File: config.mk
export PLATFORM = sky130hd
export DESIGN_NAME = ldst_ctrl
export DESIGN_NICKNAME = d
export VERILOG_FILES = /design/src/rtl/ldst_ctrl.sv
export SDC_FILE = /design/constraint.sdc
export NUM_CORES = 1
export LEC_CHECK = 0
export ABC_CLOCK_PERIOD_IN_PS = 2000
export BUFFER_PORTS_ARGS = -buffer_cell sky130_fd_sc_hd__buf_4
export CAP_MARGIN = 20
export CORE_UTILIZATION = 35
export CTS_BUF_LIST = sky130_fd_sc_hd__clkbuf_16
export DETAILED_ROUTE_END_ITERATION = 7
export SETUP_SLACK_MARGIN = 0.05
export SLEW_MARGIN = 10
export SYNTH_ARGS = -nofsm -noshare
export SYNTH_HDL_FRONTEND = slang
export SYNTH_SLANG_ARGS = --single-unit
File: constraint.sdc
create_clock -name clk -period 2 [get_ports clk]
set_clock_uncertainty 0.15 [all_clocks]
set_input_delay 0.4 -clock clk [delete_from_list [all_inputs] [get_ports clk]]
set_output_delay 0.4 -clock clk [all_outputs]
set_load 0.05 [all_outputs]
File: src/rtl/ldst_ctrl.sv
// Load/store controller: sequences one memory op per request through IDLE/ACCESS/RESP.
// Optional access watchdog enabled by defining MEM_TIMEOUT_EN.
module ldst_ctrl (
  input  logic        clk,
  input  logic        rst_n,
  input  logic        req_valid,
  output logic        req_ready,
  input  logic        req_write,
  input  logic        req_byte,
  input  logic        req_sext,
  input  logic [15:0] req_addr,
  input  logic [15:0] req_wdata,
  output logic        mem_read,
  output logic        mem_write,
  output logic [15:0] mem_address,
  output logic [15:0] mem_wdata,
  output logic [1:0]  mem_byte_enable,
  input  logic        mem_resp,
  input  logic [15:0] mem_rdata,
  output logic        ext_zextsext,
  output logic        ext_byteword,
  output logic [7:0]  ext_in,
  input  logic [15:0] ext_out,
  output logic        rsp_valid,
  output logic [15:0] rsp_rdata,
  output logic        rsp_error
);
  localparam int unsigned AW = 16;
  localparam int unsigned DW = 16;
  localparam int unsigned BW = 8;

  localparam logic [1:0] S_IDLE   = 2'd0;
  localparam logic [1:0] S_ACCESS = 2'd1;
  localparam logic [1:0] S_RESP   = 2'd2;

  logic [1:0]    state_q, state_d;
  logic          req_ready_q, req_ready_d;
  logic          wr_q, wr_d;
  logic          byte_q, byte_d;
  logic          sext_q, sext_d;
  logic [AW-1:0] addr_q, addr_d;
  logic [DW-1:0] wdata_q, wdata_d;
  logic          rd_stb_q, rd_stb_d;
  logic          wr_stb_q, wr_stb_d;
  logic          rsp_valid_q, rsp_valid_d;
  logic [DW-1:0] rsp_rdata_q, rsp_rdata_d;
  logic [DW-1:0] load_data;

`ifdef MEM_TIMEOUT_EN
  localparam int unsigned TW = 4;
  // Count value seen in the 15th ACCESS cycle; no response there means timeout.
  localparam logic [TW-1:0] CNT_LAST = TW'(14);
  logic [TW-1:0] cnt_q, cnt_d;
  logic          rsp_error_q, rsp_error_d;
`endif

  // Result selection for the completing access.
  assign load_data = wr_q ? DW'(0) : (byte_q ? ext_out : mem_rdata);

  // Next-state and registered-output logic.
  always_comb begin
    state_d     = state_q;
    req_ready_d = req_ready_q;
    wr_d        = wr_q;
    byte_d      = byte_q;
    sext_d      = sext_q;
    addr_d      = addr_q;
    wdata_d     = wdata_q;
    rd_stb_d    = rd_stb_q;
    wr_stb_d    = wr_stb_q;
    rsp_valid_d = 1'b0;
    rsp_rdata_d = rsp_rdata_q;
`ifdef MEM_TIMEOUT_EN
    cnt_d       = cnt_q;
    rsp_error_d = 1'b0;
`endif
    case (state_q)
      S_IDLE: begin
        if (req_valid && req_ready_q) begin
          wr_d        = req_write;
          byte_d      = req_byte;
          sext_d      = req_sext;
          addr_d      = req_addr;
          wdata_d     = req_wdata;
          rd_stb_d    = !req_write;
          wr_stb_d    = req_write;
          req_ready_d = 1'b0;
          state_d     = S_ACCESS;
`ifdef MEM_TIMEOUT_EN
          cnt_d       = '0;
`endif
        end
      end
      S_ACCESS: begin
        if (mem_resp) begin
          rd_stb_d    = 1'b0;
          wr_stb_d    = 1'b0;
          rsp_valid_d = 1'b1;
          rsp_rdata_d = load_data;
          state_d     = S_RESP;
        end
`ifdef MEM_TIMEOUT_EN
        else if (cnt_q == CNT_LAST) begin
          rd_stb_d    = 1'b0;
          wr_stb_d    = 1'b0;
          rsp_valid_d = 1'b1;
          rsp_error_d = 1'b1;
          rsp_rdata_d = '0;
          cnt_d       = cnt_q + TW'(1);
          state_d     = S_RESP;
        end else begin
          cnt_d = cnt_q + TW'(1);
        end
`endif
      end
      S_RESP: begin
        req_ready_d = 1'b1;
        state_d     = S_IDLE;
      end
      default: begin
        rd_stb_d    = 1'b0;
        wr_stb_d    = 1'b0;
        req_ready_d = 1'b1;
        state_d     = S_IDLE;
      end
    endcase
  end

  always_ff @(posedge clk or negedge rst_n) begin
    if (!rst_n) begin
      state_q     <= S_IDLE;
      req_ready_q <= 1'b1;
      wr_q        <= 1'b0;
      byte_q      <= 1'b0;
      sext_q      <= 1'b0;
      addr_q      <= '0;
      wdata_q     <= '0;
      rd_stb_q    <= 1'b0;
      wr_stb_q    <= 1'b0;
      rsp_valid_q <= 1'b0;
      rsp_rdata_q <= '0;
`ifdef MEM_TIMEOUT_EN
      cnt_q       <= '0;
      rsp_error_q <= 1'b0;
`endif
    end else begin
      state_q     <= state_d;
      req_ready_q <= req_ready_d;
      wr_q        <= wr_d;
      byte_q      <= byte_d;
      sext_q      <= sext_d;
      addr_q      <= addr_d;
      wdata_q     <= wdata_d;
      rd_stb_q    <= rd_stb_d;
      wr_stb_q    <= wr_stb_d;
      rsp_valid_q <= rsp_valid_d;
      rsp_rdata_q <= rsp_rdata_d;
`ifdef MEM_TIMEOUT_EN
      cnt_q       <= cnt_d;
      rsp_error_q <= rsp_error_d;
`endif
    end
  end

  // Memory-side fields are decoded straight from the latched op.
  assign req_ready       = req_ready_q;
  assign mem_read        = rd_stb_q;
  assign mem_write       = wr_stb_q;
  assign mem_address     = {addr_q[AW-1:1], 1'b0};
  assign mem_wdata       = byte_q ? {wdata_q[BW-1:0], wdata_q[BW-1:0]} : wdata_q;
  assign mem_byte_enable = byte_q ? (addr_q[0] ? 2'b10 : 2'b01) : 2'b11;
  assign ext_zextsext    = sext_q;
  assign ext_byteword    = 1'b0;
  assign ext_in          = addr_q[0] ? mem_rdata[DW-1:BW] : mem_rdata[BW-1:0];
  assign rsp_valid       = rsp_valid_q;
  assign rsp_rdata       = rsp_rdata_q;
`ifdef MEM_TIMEOUT_EN
  assign rsp_error       = rsp_error_q;
`else
  assign rsp_error       = 1'b0;
`endif

endmodule

== After elaboration in Yosys (flattened, before gate mapping) ==
Index checks and enable logic that the tools add are counted.

* Reductions and logical operators: 8
* Equal/unequal tests: 4
* Bitwise operators: 2
* Mux-type cells: 18

{| class="wikitable"
|+ Operators with widths
! cell !! count
|-
| $mux 16 || 3
|-
| $mux 2 || 4
|-
| $mux 8 || 1
|-
| $reduce_and 2->1 || 4
|-
| $mux 1 || 6
|-
| $pmux 1 s3 || 2
|-
| $ne 2x2->1 const B || 2
|-
| $pmux 2 s2 || 1
|-
| $reduce_and 3->1 || 1
|-
| $eq 2x1->1 const B || 1
|-
| $eq 2x2->1 const B || 1
|-
| $logic_not 2->1 || 1
|-
| $not 1->1 || 2
|-
| $pmux 1 s2 || 1
|-
| $logic_and 1x1->1 || 1
|-
| $logic_not 1->1 || 1
|}

* Output and inout bits: 65
* Input bits: 71
* Register bits: 57

== Logic depth before layout (Yosys ltp) ==
Gate-level depths: netlist of run 1.

* Depth in word-level cells: 3
* Depth in mapped cells: 5
* Mapped depth without buffers: 3

== Worst setup path before layout of run 1 ==
Ideal clock, no wire load.

* Path kind: reg-to-reg
* Start: register req_ready_q (netlist: req_ready)
* End: register addr_q[0]
* Buffers on the path: 2
* Required time: 1725 ps
* Clock period less this slack: 1901 ps
* Setup time: 125 ps
* Slack: 99 ps
* Cell stages (with the launch flop): 5
* Arrival: 1626 ps
* Path through: dfstp_2 nor4bb_1 buf_2 buf_6 mux2_2

* Cells in the longest elaborated chain, start to end: 2

{| class="wikitable"
|+ Ends and longest elaborated chain
! what !! line !! source
|-
| start: declaration || 37 || <nowiki>logic req_ready_q, req_ready_d;</nowiki>
|-
| start signal: assignment || 148 || <nowiki>req_ready_q <= req_ready_d;</nowiki>
|-
| $logic_and 1x1->1 || 79 || <nowiki>if (req_valid && req_ready_q) begin</nowiki>
|-
| $reduce_and 2->1 (no line) || -- ||
|-
| end signal: assignment || 152 || <nowiki>addr_q <= addr_d;</nowiki>
|-
| end: declaration || 41 || <nowiki>logic [AW-1:0] addr_q, addr_d;</nowiki>
|}

Every way passes these cells.
A chain may end at the register's enable or synchronous reset.

== Worst setup path after layout of run 1 ==
* Start: register addr_q[0]
* End: output port ext_in[2]

* Cells in the longest elaborated chain, start to end: 1

{| class="wikitable"
|+ Ends and longest elaborated chain
! what !! line !! source
|-
| $mux 8 || 174 || <nowiki>assign ext_in = addr_q[0] ? mem_rdata[DW-1:BW] : mem_rdata[BW-1:0];</nowiki>
|-
| end: declaration || 22 || <nowiki>output logic [7:0] ext_in,</nowiki>
|}

Every way passes these cells.

==> reports/results.txt, run 1 <==
Power Density = 2110 nW/um^2
RSZ-0062 raised after global routing = yes
Synth area leader = dfrtp_1
CTS Buf Count = 9
FMAX = 0.525 GHz
RR Startpoint = req_ready$_DFFE_PN1P_
First-pass GRT wire length = 10500 microns
Die width = 90.3 microns
Number of diodes = 0
Placer Congestion = 0.726
CP Launch Type = flop
Critical Path RT = 1.45 ns
Drt pass-1 iters = 4
CTS HTree Levels = 3
Rows = 31
Final WL = 6460 microns
Hold-fix buffers, CTS = 0
Crit path time final = 1.91 ns
Worst setup path startpoint = addr_q[0]$_DFFE_PN0P_
Max_cap viols = 0
Core Region = 7410 sq um
Vias per cell = 4.60
Switching portion of total power = 46.5%
DRC errors left = 0
Failing checks = negative hold slack
Most common cell in the netlist = dfrtp_1
Placed insts = 414
Clk network pwr share = 18.6%
CTS tree = built
Slew Limit Fails = 0
Vias = 2004
Clock-pin transition on the worst setup and hold timing paths = 0.05 ns
Hold Fails Final Rpt = 16
Arrival time worst endpoint = 1.36 ns
Tot GR Track Use = 16.6%
Async S/R FF share, synth = 100%
Fin cells = 436
Layout cells sized above 1 = 60.5%
TritonCTS Sinks = 57
Clk_lat worst skew = 0.31 ns
Syn Inst Count = 216
Synth area leaders = dfrtp_1 (51%), mux2_2 (18%), buf_4 (7.4%), mux2i_1 (6.2%), o31ai_1 (4.4%)
Syn_area_per_cell = 12.6 sq um
Sequential area share after synthesis = 52.4%
Root Driver = clkbuf_16
Prevailing post-synth register cell = dfrtp_1
Hold Crit Class = in2async
Slew @ Worst Pin = 0.718 ns
Post-synth EDFFs = 0
Setup tns final = 0 ns
Yosys warnings = 0
Die ar. = 8150 sq um
Max transition margin = 52.2%
Area fraction of the dominant cell type after synthesis = 51.4%
Starting DRT DRC Count = 66
WL/cell = 14.8 microns
P_leak = 1.97 nW
Initial cell density of the core = 36.8%
Sw power = 3.94 mW
Buffers on Ports = 132
Crit. End Element = output port
CTS Buffer Depth = 2
Chip Height = 90.3 microns
Initial antenna violation count = 0
Antenna viol nets, final = 0
Vias in the first global route = 2048
Tcrit/Tclk final = 95.3%
Setup violators final = 0
Largest net degree at the start of global routing = 58
Post-synth top cells = dfrtp_1 (56), mux2_2 (44), buf_4 (27)
Sequential share of power = 24.5%
CP Class = reg2out
Layout area overhead = 47.1%
NumNets Final = 403
Fillers = 655
GRT overflow = 0
Logic pwr share = 56.9%
P_int = 4.53 mW
Maximum vdd drop = 1.28 mV
Mapped Area = 2730 sq um
I/O pin total = 136
Final HPWL DP = 4620 microns
Final Core Density = 54.1%
#FFs+latches synth = 57
Final hold slack = -0.0148 ns
Status = finished, violations left
Crit-path max FO = 4
Synth cell types = 21
==> cells by family after synthesis <==
logic type | synth area share (%)
simple gates | 4.31
mux | 26.9
other cells | 0.138
compound gates | 5.42
flops | 52.4
buf+inv | 10.9
==> power groups by stage <==
stage                     logic (mW)  registers [mW]  clock network, mW
after floorplan                 3.25            2.55                  0
after global placement          4.65            2.15                  0
after detailed placement        4.67            2.17                  0
after CTS                       4.79            2.12               1.61
after global routing            5.06            2.16               1.67
final                           4.83            2.08               1.57
==> state kept, by name (all words and copies together), names as in the netlist <==
signal / count
wr_q: 1
wdata_q: 16
rsp_rdata: 16
ext_zextsext: 1
addr_q: 16
state_q: 2
mem_write: 1
byte_q: 1
rsp_valid: 1
mem_read: 1
req_ready: 1
==> worst paths after layout <==
| check | endpoint | slack (ns) | depth (start not counted) |
|---|---|---|---|
| setup / recovery | ext_in[2] | 0.09 | 3 |
| hold / removal | rsp_rdata[10]$_DFFE_PN0P_ | -0.01 | 1 |
| setup reg to reg | addr_q[6]$_DFFE_PN0P_ | 0.20 | 3 |
| hold reg to reg | rsp_rdata[2]$_DFFE_PN0P_ | 0.33 | 2 |
| max in group asynchronous | byte_q$_DFFE_PN0P_ | 1.18 | 1 |
| min in group clk | wdata_q[2]$_DFFE_PN0P_ | 0.15 | 2 |
==> layout by cell type, fill, tap and decap left out, drive strengths merged <==
master	n
nand3b	2
inv	4
o21ai	4
bufinv	2
a21o	1
nand2b	1
o31ai	16
clkinvlp	2
nor2	4
buf	142
dfrtp	56
conb	3
mux2	50
dfstp	1
nor4bb	1
clkbuf	10
nand2	19
clkinv	2
mux2i	17
==> critical path: stages (launching register included) <==
cell and delay [ns]:
dfrtp_2 0.37, buf_4 0.15, mux2_2 0.33, buf_4 0.19
==> repair_timing <==
item / in CTS / in global routing
endpoints found under the setup margin: 18 / 13
setup buffers: 4 / 2
gates resized for setup: 3 / 4
==> area by class of cell <==
type | instances | area (sq um) | share of cell area [%]
clock buffer | 9 | 225 | 5.61
tap | 99 | 124 | 3.09
inverter | 3 | 11.3 | 0.281
timing repair buffer | 143 | 1110 | 27.7
clock inverter | 7 | 86.3 | 2.15
multi-input combinational | 118 | 1020 | 25.5
sequential | 57 | 1430 | 35.7
==> metal layers <==
layer / vias up / track usage, % / routed length [microns] / part of all wire (%)
met1: 942 / 21.1 / 2770 / 43
li1: 954 / - / - / -
met4: 0 / 6.05 / 62 / 0.96
met3: 6 / 6.82 / 655 / 10
met5: - / 0 / 0 / 0
met2: 102 / 25.3 / 2970 / 46
==> stage by stage <==
stage | instance area [sq um] | setup slack (ns) | power (mW)
6_report | 4010 | 0.0936 | 8.48
5_1_grt | 4010 | 0.0446 | 8.88
4_1_cts | 3990 | 0.0612 | 8.51
3_5_place_dp | 3640 | 0.171 | 6.84
3_3_place_gp | 3640 | 0.196 | 6.80
2_1_floorplan | 2730 | 0.0993 | 5.80
No activity file was read; power rests on OpenSTA's default activity.
==> run 2: changes to the inputs <==
--- a/config.mk
+++ b/config.mk
@@ -8,9 +8,12 @@
 export ABC_CLOCK_PERIOD_IN_PS = 2000
 export BUFFER_PORTS_ARGS = -buffer_cell sky130_fd_sc_hd__buf_4
 export CAP_MARGIN = 20
-export CORE_UTILIZATION = 35
+export CELL_PAD_IN_SITES_DETAIL_PLACEMENT = 1
+export CELL_PAD_IN_SITES_GLOBAL_PLACEMENT = 1
+export CORE_UTILIZATION = 34
 export CTS_BUF_LIST = sky130_fd_sc_hd__clkbuf_16
 export DETAILED_ROUTE_END_ITERATION = 7
+export PLACE_DENSITY_LB_ADDON = 0.1
 export SETUP_SLACK_MARGIN = 0.05
 export SLEW_MARGIN = 10
 export SYNTH_ARGS = -nofsm -noshare
==> run 2 against run 1 <==
The run now ends clean. Largest cell class unchanged. Die area grew 2.9%. Final cell count grew 0.92%. Register-to-register slack is essentially flat. Utilization down 2.7 points. Sequential cell count unchanged. Worst hold slack better by 0.16 ns. Clock-buffer cell count unchanged. Wire length increased by 6.7%.
==> reports/results.txt, run 2 (synthesis results as in run 1) <==
Buffers on Ports = 132 (unchanged)
GRT overflow = 0 (unchanged)
Arrival time worst endpoint = 1.36 ns (about the same)
Hold Crit Class = in2reg
Slew @ Worst Pin = 0.574 ns (-0.143 ns)
Setup tns final = 0 ns (unchanged)
CTS HTree Levels = 3 (unchanged)
Worst Hold Depth = 2
Starting DRT DRC Count = 83 (+26%)
Initial cell density of the core = 35.3% (-1.5 points)
Slew Limit Fails = 0 (unchanged)
Final HPWL DP = 4970 microns (+7.6%)
Placed insts = 416 (+0.48%)
Reg2Reg Depth = 3 (unchanged)
Crit. End Element = output port
Final hold slack = 0.148 ns (+0.163 ns)
Hold path endpoint = wdata_q[7]$_DFFE_PN0P_
CTS tree = built
NumNets Final = 404 (+0.25%)
FMAX = 0.524 GHz (-0.18%)
Final Core Density = 51.4% (-2.7 points)
Vias per cell = 4.66 (+1.5%)
Drt pass-1 iters = 4 (unchanged)
Root Driver = clkbuf_16
Layout area overhead = 45.7%
Clock-pin transition on the worst setup and hold timing paths = 0.05 ns (about the same)
R2R Setup Slk = 0.21 ns (about the same)
Power Density = 2070 nW/um^2 (-2.0%)
Tot GR Track Use = 17.1% (+0.56 points)
DP Area = 3640 sq um (-0.10%)
Crit-path max FO = 4 (unchanged)
Initial antenna violation count = 0 (unchanged)
Core Region = 7730 sq um (+4.3%)
WL/cell = 15.7 microns (+5.8%)
Hold Fails Final Rpt = 0 (-16)
Number of diodes = 0 (unchanged)
R2R Path End = wdata_q[14]$_DFFE_PN0P_
Status = finished, final reports clean
Critical Path RT = 1.45 ns (about the same)
Clk_lat worst skew = 0.32 ns (about the same)
TritonCTS Sinks = 57 (unchanged)
Tcrit/Tclk final = 95.5% (+0.17 points)
Design Area, Final = 3970 sq um (-0.97%)
Placer Congestion = 0.668 (-8.0%)
Rows = 32 (+3.2%)
Commonest non-fill, non-tap cell in the layout = buf_4
Vias = 2052 (+2.4%)
Setup WS post-layout = 0.0902 ns (-0.00343 ns)
Die width = 91.5 microns (+1.4%)
Crit path time final = 1.91 ns (+0.00343 ns)
I/O pin total = 136 (unchanged)
Die ar. = 8380 sq um (+2.9%)
Max_cap viols = 0 (unchanged)
Layout cells sized above 1 = 60.7% (+0.12 points)
CP Class = reg2out
Antenna viol nets, final = 0 (unchanged)
CTS Buf Count = 9 (unchanged)
RSZ-0062 raised after global routing = yes
Setup violators final = 0 (unchanged)
Fin cells = 440 (+0.92%)
DRC errors left = 0 (unchanged)
Max transition margin = 61.7% (+9.5 points)
Final WL = 6900 microns (+6.7%)
RR Startpoint = req_ready$_DFFE_PN1P_
CTS Buffer Depth = 2 (unchanged)
Chip Height = 91.5 microns (+1.4%)
Worst slack, placed = 0.163 ns (-0.00758 ns)
CP Launch Type = flop
Vias in the first global route = 2116 (+3.3%)
Maximum vdd drop = 1.36 mV (+5.8%)
First-pass GRT wire length = 10800 microns (+2.8%)
P_leak = 1.95 nW (-1.1%)
Most frequent cells in the layout = buf_4 (140), dfrtp_1 (54), mux2_2 (44)
PnR Total Power = 8.23 mW (-2.9%)
HP Start = req_wdata[7]
Largest net degree at the start of global routing = 42 (-28%)
[run 2: changes by cell type in the layout (fill, tap and decap cells not counted), sizes merged]
cell,delta
buf,+1
clkbuf,-1
bufinv,-2
clkinv,+3
dlygate4sd3,+1
inv,-1
[run 2: how the worst max path moves through the flow]
stage | start | slack (ns) | end | cells past startpoint
2_1_floorplan | req_ready$_DFFE_PN1P_ | 0.1 | addr_q[0]$_DFFE_PN0P_ | 4
3_3_place_gp | addr_q[0]$_DFFE_PN0P_ | 0.18 | ext_in[2] | 2
3_5_place_dp | byte_q$_DFFE_PN0P_ | 0.16 | mem_byte_enable[1] | 3
4_1_cts | byte_q$_DFFE_PN0P_ | 0.03 | mem_wdata[13] | 2
5_1_grt | addr_q[0]$_DFFE_PN0P_ | 0.04 | mem_byte_enable[1] | 4
6_report | addr_q[0]$_DFFE_PN0P_ | 0.09 | mem_byte_enable[1] | 4
[run 2: worst max-delay path, cell delays in order, from the launching register on]
cell and delay (ns):
dfrtp_2 0.40, buf_4 0.16, buf_4 0.15, nand2b_1 0.14, buf_4 0.19
[run 2: report_power, final]
part	leakage [nW]	switching, mW	internal [mW]
Combinational	1.13	3.09	1.73
Sequential	0.693	0.369	1.71
Clock	0.126	0.500	0.819
Total	1.95	3.96	4.26
[run 2: cell type report]
| cell class | count | area [sq um] |
|---|---|---|
| Fill cell | 842 | 3750 |
| Clock buffer | 9 | 225 |
| Inverter | 3 | 11.3 |
| Sequential cell | 57 | 1430 |
| Tap cell | 102 | 128 |
| Multi-Input combinational cell | 118 | 1020 |
| Clock inverter | 7 | 37.5 |
| Timing Repair Buffer | 144 | 1120 |
[run 2: per-layer routing]
layer	global-route usage [%]	wire, microns
met5	0	0
met4	7.94	102
met3	4.44	554
met2	26.1	3230
met1	22.7	3010
[run 2: repair_timing]
item / 4_1_cts / 5_1_grt
setup buffers: 1 / 6
setup endpoints to repair: 18 / 18
endpoints found under the hold margin: 26 / 0
hold buffers: 1 / 0
resized for setup: 4 / 3
pin swaps: 0 / 0
